**src/rtl/tsarb_pkg.sv**
```systemverilog
`default_nettype none
// ============================================================================
// Module      : tsarb_pkg
// Description : Shared types and the round-robin pick function for the
//               time-slice arbiter.
// Revision    : 1.0 - initial release
// ============================================================================
package tsarb_pkg;

   // Upper bound on requesters the pick function can handle.
   localparam int TSARB_MAX_REQ = 32;
   localparam int TSARB_MAX_W   = 5;

   typedef enum logic [0:0] {
      IDLE  = 1'b0,
      GRANT = 1'b1
   } state_e;

   // One-hot winner: first set bit of req at ptr+1, ptr+2, ... modulo num_req.
   function automatic logic [TSARB_MAX_REQ-1:0] rr_pick(
      input logic [TSARB_MAX_REQ-1:0] req,
      input int                       ptr,
      input int                       num_req
   );
      logic [TSARB_MAX_REQ-1:0] l_onehot;
      logic                     l_found;
      logic [TSARB_MAX_W-1:0]   l_idx;
      l_onehot = '0;
      l_found  = 1'b0;
      l_idx    = '0;
      for (int k = 1; k <= TSARB_MAX_REQ; k++) begin
         if (k <= num_req) begin
            l_idx = TSARB_MAX_W'((ptr + k) % num_req);
            if (!l_found && req[l_idx]) begin
               l_onehot[l_idx] = 1'b1;
               l_found         = 1'b1;
            end
         end
      end
      return l_onehot;
   endfunction

endpackage
`default_nettype wire

```
**src/rtl/tsarb_slice_timer.sv**
```systemverilog
`default_nettype none
// ============================================================================
// Module      : tsarb_slice_timer
// Description : Slice counter with clear/enable, wrapping at QUANTUM-1.
// Revision    : 1.0 - initial release
// ============================================================================
module tsarb_slice_timer #(
   parameter  int QUANTUM = 8,
   localparam int SLICE_W = $clog2(QUANTUM)
) (
   input  logic               clk_i,
   input  logic               rst_i,
   input  logic               clr_i,
   input  logic               en_i,
   output logic [SLICE_W-1:0] count_o,
   output logic               last_o
);

   localparam logic [SLICE_W-1:0] c_last = SLICE_W'(QUANTUM - 1);

   logic [SLICE_W-1:0] r_count;
   logic               w_last;

   assign w_last = (r_count == c_last);

   // Clear wins over enable so a hand-over always starts a fresh slice.
   always_ff @(posedge clk_i or posedge rst_i) begin
      if (rst_i) begin
         r_count <= '0;
      end else if (clr_i) begin
         r_count <= '0;
      end else if (en_i) begin
         r_count <= w_last ? '0 : r_count + SLICE_W'(1);
      end
   end

   assign count_o = r_count;
   assign last_o  = w_last;

endmodule
`default_nettype wire

```
**src/rtl/timeslice_arbiter.sv**
```systemverilog
`default_nettype none
// ============================================================================
// Module      : timeslice_arbiter
// Description : Round-robin arbiter with per-grant time slices; the holder is
//               preempted at slice end only when another requester waits.
//               Optional holder lock enabled by the TSARB_LOCK_EN macro.
// Revision    : 1.0 - initial release
// ============================================================================
module timeslice_arbiter
   import tsarb_pkg::*;
#(
   parameter  int NUM_REQ = 4,
   parameter  int QUANTUM = 8,
   localparam int IDX_W   = $clog2(NUM_REQ),
   localparam int SLICE_W = $clog2(QUANTUM)
) (
   input  logic               clk_i,
   input  logic               rst_i,
   input  logic [NUM_REQ-1:0] req_i,
`ifdef TSARB_LOCK_EN
   input  logic               lock_i,
`endif
   output logic [NUM_REQ-1:0] gnt_o,
   output logic [IDX_W-1:0]   gnt_idx_o,
   output logic               busy_o,
   output logic [SLICE_W-1:0] slice_o,
   output logic               expire_o
);

   state_e             r_state,   w_state_nxt;
   logic [NUM_REQ-1:0] r_gnt,     w_gnt_nxt;
   logic [IDX_W-1:0]   r_idx,     w_idx_nxt;
   logic [IDX_W-1:0]   r_ptr,     w_ptr_nxt;

   logic [NUM_REQ-1:0] w_req_others;
   logic               w_hold_req;
   logic               w_any_other;
   logic [NUM_REQ-1:0] w_pick;
   logic [IDX_W-1:0]   w_pick_idx;
   logic               w_lock;
   logic               w_tmr_clr;
   logic               w_tmr_en;
   logic               w_tmr_last;
   logic               w_expire;
   logic [SLICE_W-1:0] w_slice;

`ifdef TSARB_LOCK_EN
   assign w_lock = lock_i;
`else
   assign w_lock = 1'b0;
`endif

   tsarb_slice_timer #(
      .QUANTUM (QUANTUM)
   ) u_slice_timer (
      .clk_i   (clk_i),
      .rst_i   (rst_i),
      .clr_i   (w_tmr_clr),
      .en_i    (w_tmr_en),
      .count_o (w_slice),
      .last_o  (w_tmr_last)
   );

   // The holder is excluded from the pick; with ptr == holder it would be last anyway.
   always_comb begin
      w_req_others = req_i & ~r_gnt;
      w_hold_req   = |(req_i & r_gnt);
      w_any_other  = |w_req_others;
      w_pick       = NUM_REQ'(rr_pick(TSARB_MAX_REQ'(w_req_others), int'(r_ptr), NUM_REQ));
      w_pick_idx   = '0;
      for (int i = 0; i < NUM_REQ; i++) begin
         if (w_pick[i]) begin
            w_pick_idx = w_pick_idx | IDX_W'(i);
         end
      end
   end

   always_comb begin
      w_state_nxt = r_state;
      w_gnt_nxt   = r_gnt;
      w_idx_nxt   = r_idx;
      w_ptr_nxt   = r_ptr;
      w_tmr_clr   = 1'b0;
      w_tmr_en    = 1'b0;
      w_expire    = 1'b0;
      case (r_state)
         IDLE: begin
            if (w_any_other) begin
               w_state_nxt = GRANT;
               w_gnt_nxt   = w_pick;
               w_idx_nxt   = w_pick_idx;
               w_ptr_nxt   = w_pick_idx;
               w_tmr_clr   = 1'b1;
            end
         end
         GRANT: begin
            if (!w_hold_req) begin
               // Release takes precedence over expiry; hand over with no bubble.
               w_tmr_clr = 1'b1;
               if (w_any_other) begin
                  w_gnt_nxt = w_pick;
                  w_idx_nxt = w_pick_idx;
                  w_ptr_nxt = w_pick_idx;
               end else begin
                  w_state_nxt = IDLE;
                  w_gnt_nxt   = '0;
               end
            end else if (w_tmr_last && w_any_other && !w_lock) begin
               w_expire  = 1'b1;
               w_tmr_clr = 1'b1;
               w_gnt_nxt = w_pick;
               w_idx_nxt = w_pick_idx;
               w_ptr_nxt = w_pick_idx;
            end else begin
               w_tmr_en = 1'b1;
            end
         end
         default: begin
            w_state_nxt = IDLE;
            w_gnt_nxt   = '0;
            w_tmr_clr   = 1'b1;
         end
      endcase
   end

   always_ff @(posedge clk_i or posedge rst_i) begin
      if (rst_i) begin
         r_state <= IDLE;
         r_gnt   <= '0;
         r_idx   <= '0;
         r_ptr   <= IDX_W'(NUM_REQ - 1);
      end else begin
         r_state <= w_state_nxt;
         r_gnt   <= w_gnt_nxt;
         r_idx   <= w_idx_nxt;
         r_ptr   <= w_ptr_nxt;
      end
   end

   assign gnt_o     = r_gnt;
   assign gnt_idx_o = r_idx;
   assign busy_o    = |r_gnt;
   assign slice_o   = w_slice;
   assign expire_o  = w_expire;

endmodule
`default_nettype wire

```
**config.mk**
```make
export PLATFORM = sky130hd
export DESIGN_NAME = timeslice_arbiter
export DESIGN_NICKNAME = d
export VERILOG_FILES = /design/src/rtl/tsarb_pkg.sv /design/src/rtl/tsarb_slice_timer.sv /design/src/rtl/timeslice_arbiter.sv
export SDC_FILE = /design/constraint.sdc
export NUM_CORES = 1
export LEC_CHECK = 0
export ABC_AREA = 1
export CAP_MARGIN = 20
export CORE_AREA = 2 2 50 57
export CTS_CLUSTER_SIZE = 30
export DETAILED_ROUTE_END_ITERATION = 10
export DIE_AREA = 0 0 52 59
export GPL_TIMING_DRIVEN = 0
export HOLD_SLACK_MARGIN = 0.15
export PLACE_DENSITY = 0.67
export SLEW_MARGIN = 20
export SYNTH_ARGS = -nofsm -noshare
export SYNTH_HDL_FRONTEND = slang
export SYNTH_HIERARCHICAL = 1
export SYNTH_SLANG_ARGS = --single-unit
```
**constraint.sdc**
```tcl
create_clock -name clk_i -period 2.4 [get_ports clk_i]
set_input_delay 0.48 -clock clk_i [delete_from_list [all_inputs] [get_ports clk_i]]
set_output_delay 0.48 -clock clk_i [all_outputs]
set_load 0.01 [all_outputs]
```
## After elaboration in Yosys (flattened, before gate mapping)

Cells that the tools add are included.

- Flip-flop bits (word level): 12
- Input bits: 6
- Output and inout port bits: 11
- Logic and storage cells: 104

- Add/subtract/negate cells: 5
- Magnitude comparators: 8
- Equality and inequality tests: 3
- Multiplexer cells: 52
- Bitwise operators: 11
- Reductions and logical operators: 20

Operators with widths:

| operator | count |
|---|---|
| 4-bit two-way mux | 8 |
| 5-bit by 6-bit less-than comparator with 1-bit output, second input constant | 4 |
| 1-bit two-way mux | 21 |
| 5-bit by 1-bit greater-or-equal comparator with 1-bit output, second input constant | 4 |
| 2-bit two-way mux | 7 |
| 1-bit binary-select mux with 3-bit select | 4 |
| 1-bit demux with 3-bit select | 4 |
| 4-bit OR | 3 |
| 4-bit OR reduction | 3 |
| 3-bit two-way mux | 3 |
| 4-bit bitwise AND | 2 |
| 1-bit logical AND | 8 |
| 2-bit one-hot mux with 2 select lines | 2 |
| 4-bit one-hot mux with 2 select lines | 1 |
| 2-bit OR reduction | 4 |
| 2-bit by 1-bit adder with 2-bit output, second input constant | 2 |
| 2-bit adder, second input constant | 2 |
| 1-bit bitwise AND, first input constant | 4 |
| 4-bit NOT | 1 |
| 1-bit one-hot mux with 2 select lines | 2 |
| 3-bit by 1-bit adder with 3-bit output, second input constant | 1 |
| 3-bit == test, second input constant | 1 |
| 1-bit zero test | 3 |
| 3-bit by 2-bit inequality test with 1-bit output, second input constant | 1 |
| other kinds (4) | 4 |

## Logic depth before layout (Yosys ltp)

Gate-level depths: netlist (run 1).

- Depth in word-level cells: 21
- Mapped depth: 14
- Mapped depth without buffers: 14

## Cells and area by module

The synthesis (run 1) kept the hierarchy.

By module, submodules not included:

| module | times used | cells each | area an instance (µm²) | sequential area each (µm²) |
|---|---|---|---|---|
| timeslice_arbiter | 1 | 135 | 928.4 | 227.7 |
| tsarb_slice_timer | 1 | 20 | 158.9 | 75.1 |

## Least setup slack after synthesis (run 1)

Ideal clock, no wire load.

- Kind: reg-to-reg
- From: register r_ptr[0]
- To: register r_idx[1], in the netlist gnt_idx_o[1]
- Setup time: 0.125 ns
- Arrival time: 1.833 ns
- Data required time: 2.275 ns
- Path slack: 0.442 ns
- Cell stages (with the launch flop): 15
- Buffers on the path: 0
- Period minus slack after synthesis: 1.958 ns
- Path through: dfstp_2 > inv_2 > ha_1 > inv_1 > nand3_2 > nand2_4 > inv_2 > nand2_2 > nand2_1 > clkinv_1 > nand2_1 > nor2_2 > nand2_1 > nand2_1 > nand3_1

- Word-level cells in the longest chain between the ends: 20
- Elaborated cells on any way between the ends: 62
- Classes of those cells: add/sub: 4; order compare: 8; mux: 29; bitwise: 7; reduce/logical: 14

RTL lines:

| item | RTL line | text |
|---|---|---|
| start, declared | timeslice_arbiter.sv:33 | `logic [IDX_W-1:0] r_ptr, w_ptr_nxt;` |
| start signal, assigned | timeslice_arbiter.sv:131 | `r_ptr <= IDX_W'(NUM_REQ - 1);` |
| start signal, assigned | timeslice_arbiter.sv:136 | `r_ptr <= w_ptr_nxt;` |
| branches (longest 14 deep; another with 5-bit by 6-bit less-than comparator with 1-bit output) | -- |  |
| 4-bit two-way mux (*) | tsarb_pkg.sv:34 | `if (!l_found && req[l_idx]) begin` |
| 2-bit two-way mux | timeslice_arbiter.sv:72 | `if (w_pick[i]) begin` |
| 2-bit two-way mux (*) | timeslice_arbiter.sv:72 |  |
| 2-bit two-way mux (on tied branches) | timeslice_arbiter.sv:88, timeslice_arbiter.sv:100, timeslice_arbiter.sv:108 |  |
| 2-bit two-way mux | timeslice_arbiter.sv:97 | `if (!w_hold_req) begin` |
| 2-bit one-hot mux with 2 select lines (*) | timeslice_arbiter.sv:86 | `case (r_state)` |
| end signal, assigned | timeslice_arbiter.sv:135 | `r_idx <= w_idx_nxt;` |
| end, declared | timeslice_arbiter.sv:32 | `logic [IDX_W-1:0] r_idx, w_idx_nxt;` |

Mark *: on every way between the ends. The select of a mux whose other input is x is not followed.
A chain may end at the register's enable or synchronous reset.

## Worst setup path in the final report (run 1)

- From: input req_i[0]
- To: output expire_o

- Word-level cells in the longest chain between the ends: 6
- Elaborated cells on any way between the ends: 8
- Classes of those cells: mux: 3; bitwise: 2; reduce/logical: 3

RTL lines:

| item | RTL line | text |
|---|---|---|
| start, declared | timeslice_arbiter.sv:19 | `input logic [NUM_REQ-1:0] req_i,` |
| 4-bit bitwise AND | timeslice_arbiter.sv:66 | `w_req_others = req_i & ~r_gnt;` |
| 4-bit OR reduction | timeslice_arbiter.sv:68 | `w_any_other = \|w_req_others;` |
| 1-bit logical AND | timeslice_arbiter.sv:108 | `end else if (w_tmr_last && w_any_other && !w_lock) begin` |
| 1-bit two-way mux | timeslice_arbiter.sv:108 |  |
| 1-bit two-way mux (*) | timeslice_arbiter.sv:97 |  |
| 1-bit two-way mux (*) | timeslice_arbiter.sv:86 |  |
| end, declared | timeslice_arbiter.sv:27 | `output logic expire_o` |

Mark *: on every way between the ends. The rest lies on a longest branch, timed or not.

==> impl_metrics.env, run 1 <==
export IMPL_outcome="finished clean"
export IMPL_tritoncts="yes"
export IMPL_rsz0062_at_grt="no"
export IMPL_drtPass1Iterations=4
export IMPL_post_drt_wl_per_cell_um=11.88
export IMPL_skew_ns=0.01381
export IMPL_core_mm2=0.002449
export IMPL_cap_violations=0
export IMPL_clkTransAtPathRegs_ns=0.08
export IMPL_yosysWarnings=6
export IMPL_critPathCaptureType="output port"
export IMPL_dp_hpwl_mm=1.894
export IMPL_crit_top_cell="inv_1"
export IMPL_antenna_found_initial=0
export IMPL_p_leak_uw=0.0007085
export IMPL_overflow=0
export IMPL_ios=17
export IMPL_p_sw_share_pct=51.38
export IMPL_root_buffer="clkbuf_4"
export IMPL_cp_depth=8
export IMPL_start_util_pct=44.40
export IMPL_grt_pass1_vias=1059
export IMPL_synth_cell_types=24
export IMPL_finalCritPeriodShare_pct=95.17
export IMPL_grt_max_degree=10
export IMPL_clkLatencyLatePin_ns=0.28
export IMPL_reg2reg_depth=14
export IMPL_fp_dieH_um=59
export IMPL_critPathRequiredTime_ns=1.92
export IMPL_areaGrowthSynthToFinish_pct=27.50
export IMPL_drive_gt1_share_pct=24.59
export IMPL_wl_mm=2.543
export IMPL_holdBufCountCts=0
export IMPL_ir_drop_mv=0.7008
export IMPL_n_antenna_cell=0
export IMPL_netlist_area_mm2=0.001087
export IMPL_placed_area_mm2=0.001286
export IMPL_final_area_mm2=0.001386
export IMPL_tightest_slew_ns=0.3519
export IMPL_clock_path_buffers=2
export IMPL_final_cell_mix="nand2_1, nand3_1, inv_1"
export IMPL_htreeDepth=1
export IMPL_cts_inserted_buffers=3
export IMPL_grtUsageTotal_pct=18.49
export IMPL_clock_sinks=12
export IMPL_synth_top_area_share_pct=23.01
export IMPL_p_total_uw=1921
export IMPL_dr_total_vias=1056
export IMPL_crit_type="in2out"
export IMPL_maxClockFrequency_ghz=0.4378
export IMPL_vias_per_cell=4.935
export IMPL_worst_slack_ns=0.1158
export IMPL_placed_cells=202
export IMPL_power_internal_uw=934.1
export IMPL_combPwrFrac_pct=73.2
export IMPL_crit_chain="clkdlybuf4s50_1 > inv_1 > o21ai_1 > nor3_2 > inv_1 > nand2_2 > nor2_2 > clkbuf_2"
export IMPL_num_rows=19
export IMPL_crit_start="req_i[0]"
export IMPL_synth_largest_area_cell="dfrtp_1"
export IMPL_syn_area_per_cell_um2=7.015
export IMPL_rr_startpoint="r_ptr[1]"
export IMPL_cpLargestDelayFamily="buffers and inverters"
export IMPL_setup_viol=0
export IMPL_drt_iter0_markers=22
export IMPL_power_density_mw_per_mm2=1386
export IMPL_gp_congestion=0.9164
export IMPL_nNetsFinal=200
export IMPL_ys_ff_latch=12
export IMPL_worstPathArrival_ns=1.80
export IMPL_critPathMaxStageDelay_ns=0.52
export IMPL_grt_pass1_wl_mm=4.319
export IMPL_fin_crit_ns=2.284
export IMPL_final_common_cell="nand2_1"
export IMPL_switchingPower_uw=987.2
export IMPL_drc=0
export IMPL_synthCells=155
export IMPL_cpMaxStageDelayCell="clkdlybuf4s50_1"
export IMPL_relSlewSlack_pct=76.52
export IMPL_dpl_worst_slack_ns=-0.2950
export IMPL_slew_violations=0
export IMPL_path_buf_inv=4
export IMPL_yosysSeqAreaShare_pct=27.85
export IMPL_port_buffers=16
export IMPL_stdcell_count=214
export IMPL_pwr_share_clk_pct=8.4
export IMPL_syn_num_nets=171
export IMPL_hold_viol_final=0
export IMPL_postRouteAntennaNets=0
export IMPL_yosys_top_cells_area="dfrtp_1, nand2_1, ha_1"
export IMPL_crit_fanout=3
export IMPL_hold_path_class="in2async"
export IMPL_die_w_um=52
export IMPL_start_kind="input pin"
export IMPL_p_seq_share_pct=18.4
export IMPL_fp_dieArea_mm2=0.003068
export IMPL_setup_tns_ns=0
[cell usage after synthesis (all sizes together)]
| cell | count |
|---|---|
| a21boi | 2 |
| nand3 | 30 |
| nand2 | 41 |
| dfrtp | 10 |
| o21ai | 9 |
| ha | 10 |
| inv | 27 |
| nor2 | 14 |
| o22ai | 1 |
| nand4 | 2 |
| clkinv | 3 |
| a21oi | 2 |
| nor3 | 1 |
| and2 | 1 |
| dfstp | 2 |
[sequential cells by signal (all words and copies together) (netlist names)]
register,count
r_ptr,2
u_slice_timer/count_o,3
gnt_o,4
gnt_idx_o,2
r_state,1
[worst register-to-register path: stages (launching register included)]
cell and delay [ns]:
dfstp_2 0.58, clkinvlp_4 0.15, ha_1 0.35, inv_1 0.10, nand3_2 0.10, nand2_4 0.11
inv_2 0.07, nand2_2 0.05, nand2_1 0.05, clkinv_1 0.04, nand2_1 0.06, nor2_2 0.14
nand2_1 0.10, nand2_1 0.10, nand3_1 0.09
[power groups by stage]
stage               Combinational, uW  Clock (uW)  Sequential (uW)
global route                     1560         175              364
detailed placement               1260           0              374
CTS                              1280         165              371
global placement                 1230           0              368
floorplan                         930           0              379
finish                           1410         161              354
[layer usage]
| layer | vias to the layer above | GRT usage, % | wire (um) |
|---|---|---|---|
| met5 | - | 0 | 0 |
| met4 | 0 | 4.135 | 38 |
| met3 | 6 | 4.545 | 91 |
| met2 | 20 | 33.63 | 1257 |
| met1 | 480 | 21.65 | 1156 |
| li1 | 550 | - | - |
[cells by family after synthesis]
group	Yosys count	synth area share, %
AOI/OAI and AO/OA	14	7.710
adders and majority gates	10	11.51
buffers and inverters	30	10.59
DFF	12	27.85
and+or+nand+nor	89	42.35
[area by class of cell]
class / count / area [um2]
clock buffer: 4 / 36.28
sequential: 12 / 302.8
inverter: 30 / 118.9
multi-input combinational: 113 / 674.4
timing repair buffer: 24 / 215.2
fill: 240 / 1062
tap: 31 / 38.79
[through the flow]
step	utilization, %	hold WS [ns]
after floorplan	-	0.2336
after global placement	52.53	0.4876
after detailed placement	52.53	0.4960
after CTS	54.06	0.3955
after global routing	56.62	0.4051
final	56.62	0.3915
[worst paths after layout]
path | end | slack [ns]
worst max-delay path | expire_o | 0.12
worst min-delay path | u_slice_timer/count_o[0] | 0.39
worst max register to register | gnt_idx_o[0] | 0.20
worst min register to register | u_slice_timer/count_o[1] | 0.51
max in group asynchronous | r_ptr[1] | 1.60
min in group clk_i | u_slice_timer/count_o[1] | 0.51
[repair_timing]
item,CTS,global route
setup endpoints to repair,1,3
pin swaps,0,1
buffers inserted,0,8
gates resized for setup,2,5
Note: power is estimated with default switching activity, not from simulation.
==> inputs of run 2 (changes only) <==
- clock period: 2.4 -> 2.3 ns (I/O delays scaled with it)
==> run 2 against run 1 <==
  * Combinational power is 6% higher
  * Clock skew up 0.0014 ns
  * First-iteration DRC count is 27% higher
  * Via count rose by 0.57%
  * Critical path type unchanged
  * Critical endpoint unchanged
  * Largest cell class unchanged
  * Highest routed layer unchanged
==> impl_metrics.env, run 2 (same netlist as run 1, synthesis figures left out) <==
export IMPL_crit_chain="clkdlybuf4s50_1 > inv_1 > o21ai_2 > nor3_2 > inv_1 > nand2_1 > nor2_2 > buf_2"
export IMPL_skew_ns=0.01525
export IMPL_die_w_um=52
export IMPL_vias_per_cell=4.940
export IMPL_drt_iter0_markers=28
export IMPL_gp_congestion=0.9164
export IMPL_wl_mm=2.556
export IMPL_nNetsFinal=201
export IMPL_grt_max_degree=10
export IMPL_rr_startpoint="r_ptr[1]"
export IMPL_antenna_found_initial=0
export IMPL_rsz0062_at_grt="no"
export IMPL_cpMaxStageDelayCell="clkdlybuf4s50_1"
export IMPL_final_common_cell="nand2_1"
export IMPL_fp_dieArea_mm2=0.003068
export IMPL_grtUsageTotal_pct=18.49
export IMPL_ir_drop_mv=0.7362
export IMPL_setup_viol=0
export IMPL_placed_area_mm2=0.001286
export IMPL_reg2reg_depth=12
export IMPL_largest_reg_flops=4
export IMPL_hold_path_class="in2async"
export IMPL_dp_hpwl_mm=1.894
export IMPL_slew_violations=0
export IMPL_grt_busiest_layer="met2"
export IMPL_cpLargestDelayFamily="buffers and inverters"
export IMPL_finalCritPeriodShare_pct=95.66
export IMPL_clock_sinks=12
export IMPL_overflow=0
export IMPL_grt_util_met2_pct=33.82
export IMPL_cap_violations=0
export IMPL_core_mm2=0.002449
export IMPL_cp_depth=8
export IMPL_maxClockFrequency_ghz=0.4545
export IMPL_grt_pass1_wl_mm=4.319
export IMPL_drc=0
export IMPL_register_area_um2=302.8
export IMPL_clock_path_buffers=2
export IMPL_tritoncts="yes"
export IMPL_fin_crit_ns=2.200
export IMPL_num_rows=19
export IMPL_clkTransAtPathRegs_ns=0.08
export IMPL_dpl_worst_slack_ns=-0.3550
export IMPL_start_kind="input pin"
export IMPL_crit_top_cell="inv_1"
export IMPL_r2r_slack_ns=0.16
export IMPL_post_drt_wl_per_cell_um=11.89
export IMPL_ios=17
export IMPL_crit_start="req_i[0]"
export IMPL_tightest_slew_ns=0.3522
export IMPL_n_antenna_cell=0
export IMPL_grt_pass1_vias=1062
export IMPL_outcome="finished clean"
export IMPL_critPathCaptureType="output port"
export IMPL_postRouteAntennaNets=0
export IMPL_drive_gt1_share_pct=26.09
export IMPL_hold_viol_final=0
export IMPL_power_density_mw_per_mm2=1446
export IMPL_htreeDepth=1
export IMPL_clkLatencyLatePin_ns=0.28
export IMPL_critPathRequiredTime_ns=1.84
export IMPL_fp_dieH_um=59
export IMPL_port_buffers=16
export IMPL_dr_total_vias=1062
export IMPL_worst_slack_ns=0.09983
export IMPL_critPathMaxStageDelay_ns=0.52
export IMPL_final_area_mm2=0.001410
export IMPL_cts_inserted_buffers=3
export IMPL_p_leak_uw=0.0007167
export IMPL_crit_type="in2out"
export IMPL_final_cell_mix="nand2_1, nand3_1, inv_1"
export IMPL_holdBufCountCts=0
export IMPL_fillers=239
export IMPL_multi_input_area_um2=690.7
export IMPL_regToRegEndpoint="gnt_idx_o[0]"
export IMPL_path_buf_inv=4
export IMPL_areaGrowthSynthToFinish_pct=29.69
export IMPL_start_util_pct=44.40
export IMPL_crit_end="expire_o"
export IMPL_worstPathArrival_ns=1.74
export IMPL_crit_fanout=3
export IMPL_use_met1_pct=21.49
export IMPL_root_buffer="clkbuf_4"
export IMPL_relSlewSlack_pct=76.50
export IMPL_drtPass1Iterations=4
export IMPL_gr_usage_met3_pct=4.545
run 2: where the power goes:
part           switching [uW]  total (uW)  internal (uW)
clock                    72.2         168           96.3
sequential               66.4         370            303
combinational             903        1500            598
total                    1040        2040            998
run 2: repair_timing:
item	in CTS	in global routing
setup endpoints to repair	1	5
buffers inserted	1	8
pin swaps	2	1
gates resized for setup	6	4
run 2: stage by stage:
stage                     hold WS (ns)  total power [uW]  util (%)  TNS, ns  std cells
after floorplan                 0.2136              1365         -        0        155
after global placement          0.4876              1672     52.53  -0.3408        202
after detailed placement        0.4960              1707     52.53  -0.3550        202
after CTS                       0.3755              1902     54.37        0        207
after global routing            0.3851              2231     57.59        0        215
final                           0.3713              2039     57.59        0        215
run 2: area by class of cell:
cell class              instances  share of cell area, %
multi-input cells             113                  48.98
flip-flops and latches         12                  21.47
repair buffers                 25                  15.79
inverters                      30                  8.429
well taps                      31                  2.751
clock buffers                   4                  2.573
run 2: worst min-delay path by stage:
stage,startpoint,to,slack (ns)
after CTS,rst_i,u_slice_timer/count_o[0],0.38
final,rst_i,u_slice_timer/count_o[0],0.37
after detailed placement,u_slice_timer/count_o[2],u_slice_timer/count_o[2],0.50
after global routing,rst_i,u_slice_timer/count_o[0],0.39
after floorplan,rst_i,u_slice_timer/count_o[0],0.21
after global placement,u_slice_timer/count_o[1],u_slice_timer/count_o[1],0.49
run 2: worst register-to-register path, delay by kind of cell (launching register included):
| kind | cells | cell delay (ns) |
|---|---|---|
| and+or+nand+nor | 9 | 0.89 |
| DFF | 1 | 0.58 |
| adders and majority gates | 1 | 0.32 |
| buffers and inverters | 2 | 0.23 |
run 2: layer usage:
layer | vias up | routed length [um]
li1 | 551 | -
met1 | 485 | 1141
met2 | 22 | 1277
met3 | 4 | 106
met4 | 0 | 30
met5 | - | 0
==> inputs of run 3 (changes only) <==
- SKIP_LAST_GASP: unset -> 1
==> results of run 3 <==
Final layout, timing and power as in run 2 (identical DEF).
